## src/rtl/shifter_rr_arbiter_if.sv

```systemverilog
// Request/result bundle for shifter_rr_arbiter: N_REQ valid/ready request channels plus one result channel.
interface shifter_rr_arbiter_if #(
  parameter int N_REQ = 2,
  parameter int ID_W  = 1
);
  logic [N_REQ-1:0]   req_valid;
  logic [N_REQ-1:0]   req_ready;
  logic [8*N_REQ-1:0] req_a;
  logic [3*N_REQ-1:0] req_amt;
  logic [N_REQ-1:0]   req_lr;
  logic               out_valid;
  logic               out_ready;
  logic [7:0]         out_y;
  logic [ID_W-1:0]    out_id;

  modport master (
    output req_valid, req_a, req_amt, req_lr, out_ready,
    input  req_ready, out_valid, out_y, out_id
  );

  modport slave (
    input  req_valid, req_a, req_amt, req_lr, out_ready,
    output req_ready, out_valid, out_y, out_id
  );
endinterface

```

## src/rtl/shifter_rr_arbiter.sv

```systemverilog
// Round-robin share of one 8-bit rotator; result lands in a one-entry register 1 cycle after transfer.
// Backpressure: a full register with out_ready low stalls every requester (req_ready all zero).
module shifter_rr_arbiter #(
  parameter int N_REQ = 2,
  parameter int ID_W  = 1
) (
  input  logic                clk,
  input  logic                rst_n,
  shifter_rr_arbiter_if.slave bus
);

  typedef enum logic {EMPTY, FULL} state_t;

  state_t          state_q, state_d;
  logic [ID_W-1:0] ptr_q;
  logic [ID_W-1:0] ptr_nxt;
  logic [ID_W-1:0] win;
  logic            any_vld;
  logic            can_accept;
  logic            xfer;
  logic [7:0]      y_q;
  logic [ID_W-1:0] id_q;
  logic [7:0]      win_a;
  logic [2:0]      win_amt;
  logic            win_lr;
  logic [7:0]      rot_y;

  function automatic logic [7:0] rot8(input logic [7:0] a, input logic [2:0] amt, input logic lr);
    logic [7:0] y;
    y = '0;
    // 3-bit index arithmetic wraps modulo 8, which is exactly the rotation
    for (int i = 0; i < 8; i++) begin
      y[i] = lr ? a[3'(i) + amt] : a[3'(i) - amt];
    end
    return y;
  endfunction

  // First valid request at or after ptr, wrapping modulo N_REQ
  always_comb begin
    win     = '0;
    any_vld = 1'b0;
    for (int k = 0; k < N_REQ; k++) begin
      int idx;
      idx = int'(ptr_q) + k;
      if (idx >= N_REQ) idx = idx - N_REQ;
      if (!any_vld && bus.req_valid[ID_W'(idx)]) begin
        any_vld = 1'b1;
        win     = ID_W'(idx);
      end
    end
  end

  assign can_accept = (state_q == EMPTY) || bus.out_ready;
  assign xfer       = rst_n && any_vld && can_accept;
  assign ptr_nxt    = (int'(win) == N_REQ - 1) ? '0 : win + ID_W'(1);

  always_comb begin
    bus.req_ready = '0;
    if (xfer) bus.req_ready[win] = 1'b1;
  end

  assign win_a   = bus.req_a[8*win +: 8];
  assign win_amt = bus.req_amt[3*win +: 3];
  assign win_lr  = bus.req_lr[win];
  assign rot_y   = rot8(win_a, win_amt, win_lr);

  always_comb begin
    state_d = state_q;
    case (state_q)
      EMPTY:   if (xfer) state_d = FULL;
      FULL:    if (bus.out_ready && !xfer) state_d = EMPTY;
      default: state_d = EMPTY;
    endcase
  end

  always_ff @(posedge clk or negedge rst_n) begin
    if (!rst_n) begin
      state_q <= EMPTY;
      ptr_q   <= '0;
      y_q     <= 8'h00;
      id_q    <= '0;
    end else begin
      state_q <= state_d;
      if (xfer) begin
        ptr_q <= ptr_nxt;
        y_q   <= rot_y;
        id_q  <= win;
      end
    end
  end

  assign bus.out_valid = (state_q == FULL);
  assign bus.out_y     = y_q;
  assign bus.out_id    = id_q;

endmodule

```

## src/flat_wrapper.sv

```systemverilog
// flat-port wrapper written by rule: the top's interface ports become plain ports
module shifter_rr_arbiter_flat 
#(
  parameter int N_REQ = 2,
  parameter int ID_W  = 1
)
  (clk, rst_n, bus_req_valid, bus_req_a, bus_req_amt, bus_req_lr, bus_out_ready, bus_req_ready, bus_out_valid, bus_out_y, bus_out_id);
  shifter_rr_arbiter_if #(.N_REQ(N_REQ), .ID_W(ID_W)) bus_i ();
  input  logic clk;
  input  logic rst_n;
  input wire logic [$bits(bus_i.req_valid)-1:0] bus_req_valid;
  input wire logic [$bits(bus_i.req_a)-1:0] bus_req_a;
  input wire logic [$bits(bus_i.req_amt)-1:0] bus_req_amt;
  input wire logic [$bits(bus_i.req_lr)-1:0] bus_req_lr;
  input wire logic [$bits(bus_i.out_ready)-1:0] bus_out_ready;
  output wire logic [$bits(bus_i.req_ready)-1:0] bus_req_ready;
  output wire logic [$bits(bus_i.out_valid)-1:0] bus_out_valid;
  output wire logic [$bits(bus_i.out_y)-1:0] bus_out_y;
  output wire logic [$bits(bus_i.out_id)-1:0] bus_out_id;
  assign bus_i.req_valid = bus_req_valid;
  assign bus_i.req_a = bus_req_a;
  assign bus_i.req_amt = bus_req_amt;
  assign bus_i.req_lr = bus_req_lr;
  assign bus_i.out_ready = bus_out_ready;
  assign bus_req_ready = bus_i.req_ready;
  assign bus_out_valid = bus_i.out_valid;
  assign bus_out_y = bus_i.out_y;
  assign bus_out_id = bus_i.out_id;
  shifter_rr_arbiter #(.N_REQ(N_REQ), .ID_W(ID_W)) u_core (.clk(clk), .rst_n(rst_n), .bus(bus_i));
endmodule
```

## config.mk

```make
export PLATFORM = sky130hd
export DESIGN_NAME = shifter_rr_arbiter_flat
export DESIGN_NICKNAME = d
export VERILOG_FILES = /design/src/rtl/shifter_rr_arbiter_if.sv /design/src/rtl/shifter_rr_arbiter.sv /design/src/flat_wrapper.sv
export SDC_FILE = /design/constraint.sdc
export NUM_CORES = 1
export LEC_CHECK = 0
export ABC_AREA = 1
export BUFFER_PORTS_ARGS = -buffer_cell sky130_fd_sc_hd__buf_2
export CAP_MARGIN = 15
export CELL_PAD_IN_SITES_DETAIL_PLACEMENT = 0
export CELL_PAD_IN_SITES_GLOBAL_PLACEMENT = 1
export CORE_ASPECT_RATIO = 0.75
export CORE_MARGIN = 4
export CORE_UTILIZATION = 34
export DETAILED_ROUTE_END_ITERATION = 7
export PLACE_DENSITY_LB_ADDON = 0.1
export SLEW_MARGIN = 10
export SYNTH_ARGS = -nofsm -noshare
export SYNTH_HDL_FRONTEND = slang
export SYNTH_SLANG_ARGS = --single-unit
export TNS_END_PERCENT = 20
```

## constraint.sdc

```tcl
create_clock -name clk -period 2.32 [get_ports clk]
set_input_delay 0.116 -clock clk [delete_from_list [all_inputs] [get_ports clk]]
set_output_delay 0.116 -clock clk [all_outputs]
set_load 0.01 [all_outputs]
```

==> metrics.yaml, run 1 <==
worst_setup_path:
  critPathLaunchType: "flip-flop"
  crit_type: "flip-flop to flip-flop"
  end_kind: "flip-flop"
  path_max_fanout: 17
  cp_data_arrival_time_ns: 2.05
  crit_required_ns: 2.45
  reg2reg_slack_ns: 0.40
clock_tree:
  cts_resized: 0
  numCtsBuffers: 3
  root_buffer: "clkbuf_8"
  tritoncts: "done"
  post_cts_buffers: 0
  cts.htree.levels: 1
  clk_pin_slew_ns: 0.05
  clk_path_buf_depth: 2
  insertion_delay_ns: 0.24
  clock_sink_count: 11
placed_design:
  gp_congestion: 0.7958
  hpwl_mm: 3.380
  io_buffers: 39
  dp.cells: 329
floorplan:
  die_x_um: 81.83
  core_area_um2: 3804
  die_y_um: 63.38
  dieArea_um2: 5186
  initial_core_util_pct: 36.55
  std_cell_rows: 19
  io_pins: 41
global_route:
  antenna_found_initial: 0
  grt_pass1_vias: 1480
  grt_overflow: 0
  grt_pass1_wl_mm: 7.003
  grt_max_degree: 18
  track_usage_pct: 17.01
logic_synthesis:
  synth_area_um2: 1390
  syn_avg_cell_area_um2: 5.744
  synth.area.top_cells: "nand2_1, nand3_1, dfrtp_1"
  synth_top_area_share_pct: 31.32
  ys_ff_latch: 11
  yosysTopAreaCell: "nand2_1"
  synth_nets: 272
  synthCells: 242
  synth-seq-area-share_pct: 19.80
  ys_warn_count: 0
  synthDistinctLibCells: 17
sta:
  fin_tns_setup_ns: 0
  slew_headroom_pct: 78.21
  drv_slew: 0
  rsz0062_at_grt: "no"
  setup_viol: 0
  hold_violations: 0
  whs_ns: 0.1041
  worst_pin_slew_ns: 0.3269
  fmax_ghz: 0.5205
  fin_worst_skew_ns: 0.0004488
  finalCritPeriodShare_pct: 82.81
  finalCriticalPeriod_ns: 1.921
pwr:
  p_leak_uw: 0.0009453
  power.density_nw_per_um2: 709.1
  peakVddDrop_mv: 0.4804
final_layout:
  final_cell_mix: "nand2_1, nand3_1, buf_2"
  stdcell_count: 334
  antenna_cells: 0
  drive_gt1_share_pct: 24.11
  final_common_cell: "nand2_1"
  area_growth_pct: 18.09
  nNetsFinal: 313
worst_hold_path:
  hold_path_class: "input port to flip-flop"
routing:
  wl_mm: 4.130
  drt-initial-drc-count: 127
  wl_per_cell_um: 12.37
  via_count: 1626
  postRouteAntennaNets: 0
  via_per_inst: 4.868
  dr.pass1.iters: 4
  remaining_drc_errors: 0
outcome:
  outcome: "finished clean"
job:
  cap_violations: 0
[flip-flops by register name, summed over array words and instances, names as in the netlist]
| signal | count |
|---|---|
| u_core.bus.out_valid | 1 |
| u_core.ptr_q | 1 |
| u_core.bus.out_y | 8 |
| u_core.bus.out_id | 1 |
[power by group]
part	internal, uW	switching [uW]	leakage, uW	total, uW
clock network	121	73.4	0.0000228	194
registers	246	34.8	0.000134	281
logic	247	441	0.000788	689
total	615	550	0.000945	1160
[worst max-delay path, cell delays in order, from the launching register on]
cell     delay [ns]
dfrtp_1        0.53
nand2_8        0.16
nand2_1        0.11
nand2_2        0.05
ha_1           0.24
xor2_1         0.30
nand3_1        0.12
nand3_1        0.11
nand2_1        0.09
nand2_1        0.06
nand2_1        0.05
[cells by family after synthesis]
| logic type | count (synthesis) | share of synthesized area, % |
|---|---|---|
| xor+xnor | 2 | 1.260 |
| simple gates | 204 | 65.44 |
| flops | 11 | 19.80 |
| compound gates | 2 | 1.530 |
| buf+inv | 22 | 11.07 |
| fa+ha+maj | 1 | 0.8999 |
[cells in the mapped netlist (all sizes together)]
cell,number
buf,10
dfrtp,11
ha,1
inv,12
nand2,132
nand3,64
nor2,8
o21ai,2
xnor2,1
xor2,1
[metrics by stage]
stage	power [uW]	instance area, um^2	util, %	worst slack, ns
floorplan	792.5	1390	-	0.6349
global placement	968.4	1587	41.71	0.4000
detailed placement	969.5	1587	41.71	0.3993
CTS	1170	1642	43.16	0.3778
global route	1272	1642	43.16	0.1903
finish	1164	1642	43.16	0.3989
[final cells by class]
type | instances | area, um^2
clock buffers | 4 | 45.04
fillers | 425 | 2162
inverters | 12 | 45.04
multi-input cells | 209 | 960.9
flip-flops and latches | 11 | 275.3
well taps | 52 | 65.06
repair buffers | 46 | 250.2
[repair_timing]
item                                   CTS  global route
hold buffers                             1             0
setup endpoints to repair                0             0
endpoints found under the hold margin   11             0
[per-layer routing]
| layer | part of all wire, % | global-route usage, % | vias to the layer above |
|---|---|---|---|
| met3 | 6.6 | 0.8547 | 5 |
| met2 | 40 | 23.49 | 53 |
| met4 | 1.3 | 4.979 | 0 |
| met5 | 0 | 0 | - |
| li1 | - | - | 857 |
| met1 | 52 | 27.60 | 711 |
[worst paths after layout]
kind                                                 start  cells after the start                              end
hold / removal                               bus_out_ready                      2   u_core.bus.out_valid$_DFF_PN0_
hold reg to reg            u_core.bus.out_y[2]$_DFFE_PN0P_                      2  u_core.bus.out_y[2]$_DFFE_PN0P_
min in group asynchronous                            rst_n                      2  u_core.bus.out_y[1]$_DFFE_PN0P_
max in group asynchronous                            rst_n                      2    u_core.bus.out_id$_DFFE_PN0P_
setup / recovery                  u_core.ptr_q$_DFFE_PN0P_                     10  u_core.bus.out_y[1]$_DFFE_PN0P_
setup reg to reg                  u_core.ptr_q$_DFFE_PN0P_                     10  u_core.bus.out_y[1]$_DFFE_PN0P_
Note: power is estimated with default switching activity, not from simulation.
==> run 2: changes to the inputs <==
- CORE_UTILIZATION: 34 -> 31
- clock period: 2.32 -> 1.7 ns (I/O delays scaled with it)
==> run 2 against run 1 <==
Effect of this change: core utilization grew 4.8 points; first-iteration DRC count rose by 11%; worst hold slack worse by 0.058 ns; fmax grew 13%; total power up 61%; largest power group unchanged; clock power grew 35%; sequential share of layout area fell by 3.0 points; global-route usage down 0.31 points; critical path type unchanged; final cell count rose by 5.7%; setup slack got worse by 0.40 ns; clock-buffer cell count is the same; largest cell class unchanged; via count grew 5.5%; the run now ends with setup timing left.
==> metrics.yaml, run 2 (same netlist as run 1, synthesis figures left out) <==
final_layout:
  stdcell_area_um2: 2006
  multi_input_area_um2: 1167
  num-fill-cells: 475
  final_common_cell: "nand2_1"
  antenna_cells: 0
  seqCellArea_um2: 275.3
  largest_reg_flops: 8
  final_cell_mix: "nand2_1, nand3_1, buf_2"
  nNetsFinal: 329
  drive_gt1_share_pct: 42.95
  area_growth_pct: 44.28
floorplan:
  die_y_um: 65.99
  core_area_um2: 4179
  io_pins: 41
  std_cell_rows: 20
  initial_core_util_pct: 33.26
  dieArea_um2: 5631
  die_x_um: 85.33
clock_tree:
  cts.htree.levels: 1
  clock_sink_count: 11
  insertion_delay_ns: 0.24
  clk_pin_slew_ns: 0.06
  tritoncts: "done"
  root_buffer: "clkbuf_8"
  clk_path_buf_depth: 2
  numCtsBuffers: 3
global_route:
  antenna_found_initial: 0
  grt_overflow: 0
  track_usage_pct: 16.70
  grt_pass1_vias: 1555
  grt_pass1_wl_mm: 7.562
  grt_max_degree: 13
worst_setup_path:
  end_kind: "flip-flop"
  critPathLaunchType: "flip-flop"
  crit_required_ns: 1.82
  path_max_fanout: 6
  crit_type: "flip-flop to flip-flop"
  cp_data_arrival_time_ns: 1.82
routing:
  wl_mm: 4.776
  via_count: 1715
  dr.pass1.iters: 4
  remaining_drc_errors: 0
  drt-initial-drc-count: 141
  postRouteAntennaNets: 0
  wl_per_cell_um: 13.53
  via_per_inst: 4.858
sta:
  worst_slack_ns: -0.002158
  finalCriticalPeriod_ns: 1.702
  drv_slew: 0
  fin_tns_setup_ns: -0.002158
  worst_pin_slew_ns: 0.3283
  fmax_ghz: 0.5875
  finalCritPeriodShare_pct: 100.1
  fin_worst_skew_ns: 0.007122
  rsz0062_at_grt: "yes"
  setup_viol: 1
  hold_violations: 0
  slew_headroom_pct: 78.09
job:
  cap_violations: 0
pwr:
  design_power_total_uw: 1872
  peakVddDrop_mv: 0.5139
  p_leak_uw: 0.001090
  power.density_nw_per_um2: 933.2
worst_hold_path:
  hold_path_class: "input port to flip-flop"
placed_design:
  gp_congestion: 0.7905
  dpl_cell_area_um2: 1685
  hpwl_mm: 3.554
  io_buffers: 39
  post-place-ws_ns: -0.06097
outcome:
  violations: "setup timing"
  outcome: "finished, violations left"
run 2: changes by cell type in the layout (fill, tap and decap cells not counted), moves of 2 or more:
cell / previous run / this run
buf_6: 0 / 3
buf_8: 0 / 2
nand2_1: 116 / 90
nand2_2: 14 / 34
nand3_2: 1 / 16
nand2_4: 1 / 8
nand3_1: 63 / 47
buf_4: 6 / 15
run 2: layer usage:
| metal | vias up | GRT usage, % | share of wire [%] |
|---|---|---|---|
| met5 | - | 0 | 0 |
| met4 | 0 | 3.557 | 0.52 |
| met3 | 2 | 2.117 | 6.0 |
| met2 | 40 | 23.45 | 43 |
| met1 | 787 | 26.46 | 51 |
| li1 | 886 | - | - |
run 2: area by class of cell:
type                    instances  area share, %
multi-input cells             210          58.20
clock buffers                   4          2.246
flip-flops and latches         11          13.72
repair buffers                 61          20.02
well taps                      55          3.431
inverters                      12          2.371
run 2: metrics by stage:
stage	util [%]	hold slack (ns)	instances
CTS	42.72	0.04841	349
detailed placement	40.33	0.05614	343
global route	47.99	0.06034	353
finish	47.99	0.04654	353
global placement	40.33	0.06296	343
floorplan	-	-0.2106	242
run 2: path summary, 6_finish.rpt:
| check | start | endpoint | slack [ns] | cells after the start |
|---|---|---|---|---|
| max in group asynchronous | rst_n | u_core.bus.out_y[4]$_DFFE_PN0P_ | 1.22 | 3 |
| setup reg to reg | u_core.ptr_q$_DFFE_PN0P_ | u_core.bus.out_y[5]$_DFFE_PN0P_ | -0.002 | 12 |
| hold reg to reg | u_core.bus.out_y[6]$_DFFE_PN0P_ | u_core.bus.out_y[6]$_DFFE_PN0P_ | 0.47 | 2 |
| min in group asynchronous | rst_n | u_core.bus.out_y[7]$_DFFE_PN0P_ | 0.32 | 3 |
| hold / removal | bus_out_ready | u_core.bus.out_valid$_DFF_PN0_ | 0.05 | 2 |
| setup / recovery | u_core.ptr_q$_DFFE_PN0P_ | u_core.bus.out_y[5]$_DFFE_PN0P_ | -0.002 | 12 |
run 2: where the power goes:
part	total (uW)	switching, uW	internal, uW
Combinational	1240	738	498
Sequential	373	36.9	336
Clock	262	98.0	165
Total	1870	873	999
run 2: critical path, cell delays in order (launching register included):
cell	delay, ns
dfrtp_1	0.39
buf_12	0.15
nand2_8	0.08
nand2_2	0.07
nand2_4	0.09
ha_4	0.21
buf_4	0.14
nand2_1	0.09
nand3_1	0.09
nand3_2	0.08
nand2_1	0.08
nand2_1	0.06
nand2_1	0.05
run 2: timing repair:
action	4_1_cts	5_1_grt
pin swaps	2	21
setup endpoints to repair	8	8
buffers inserted	0	3
hold buffers	1	0
hold endpoints to repair	11	0
gates cloned	1	1
gates resized for setup	8	53
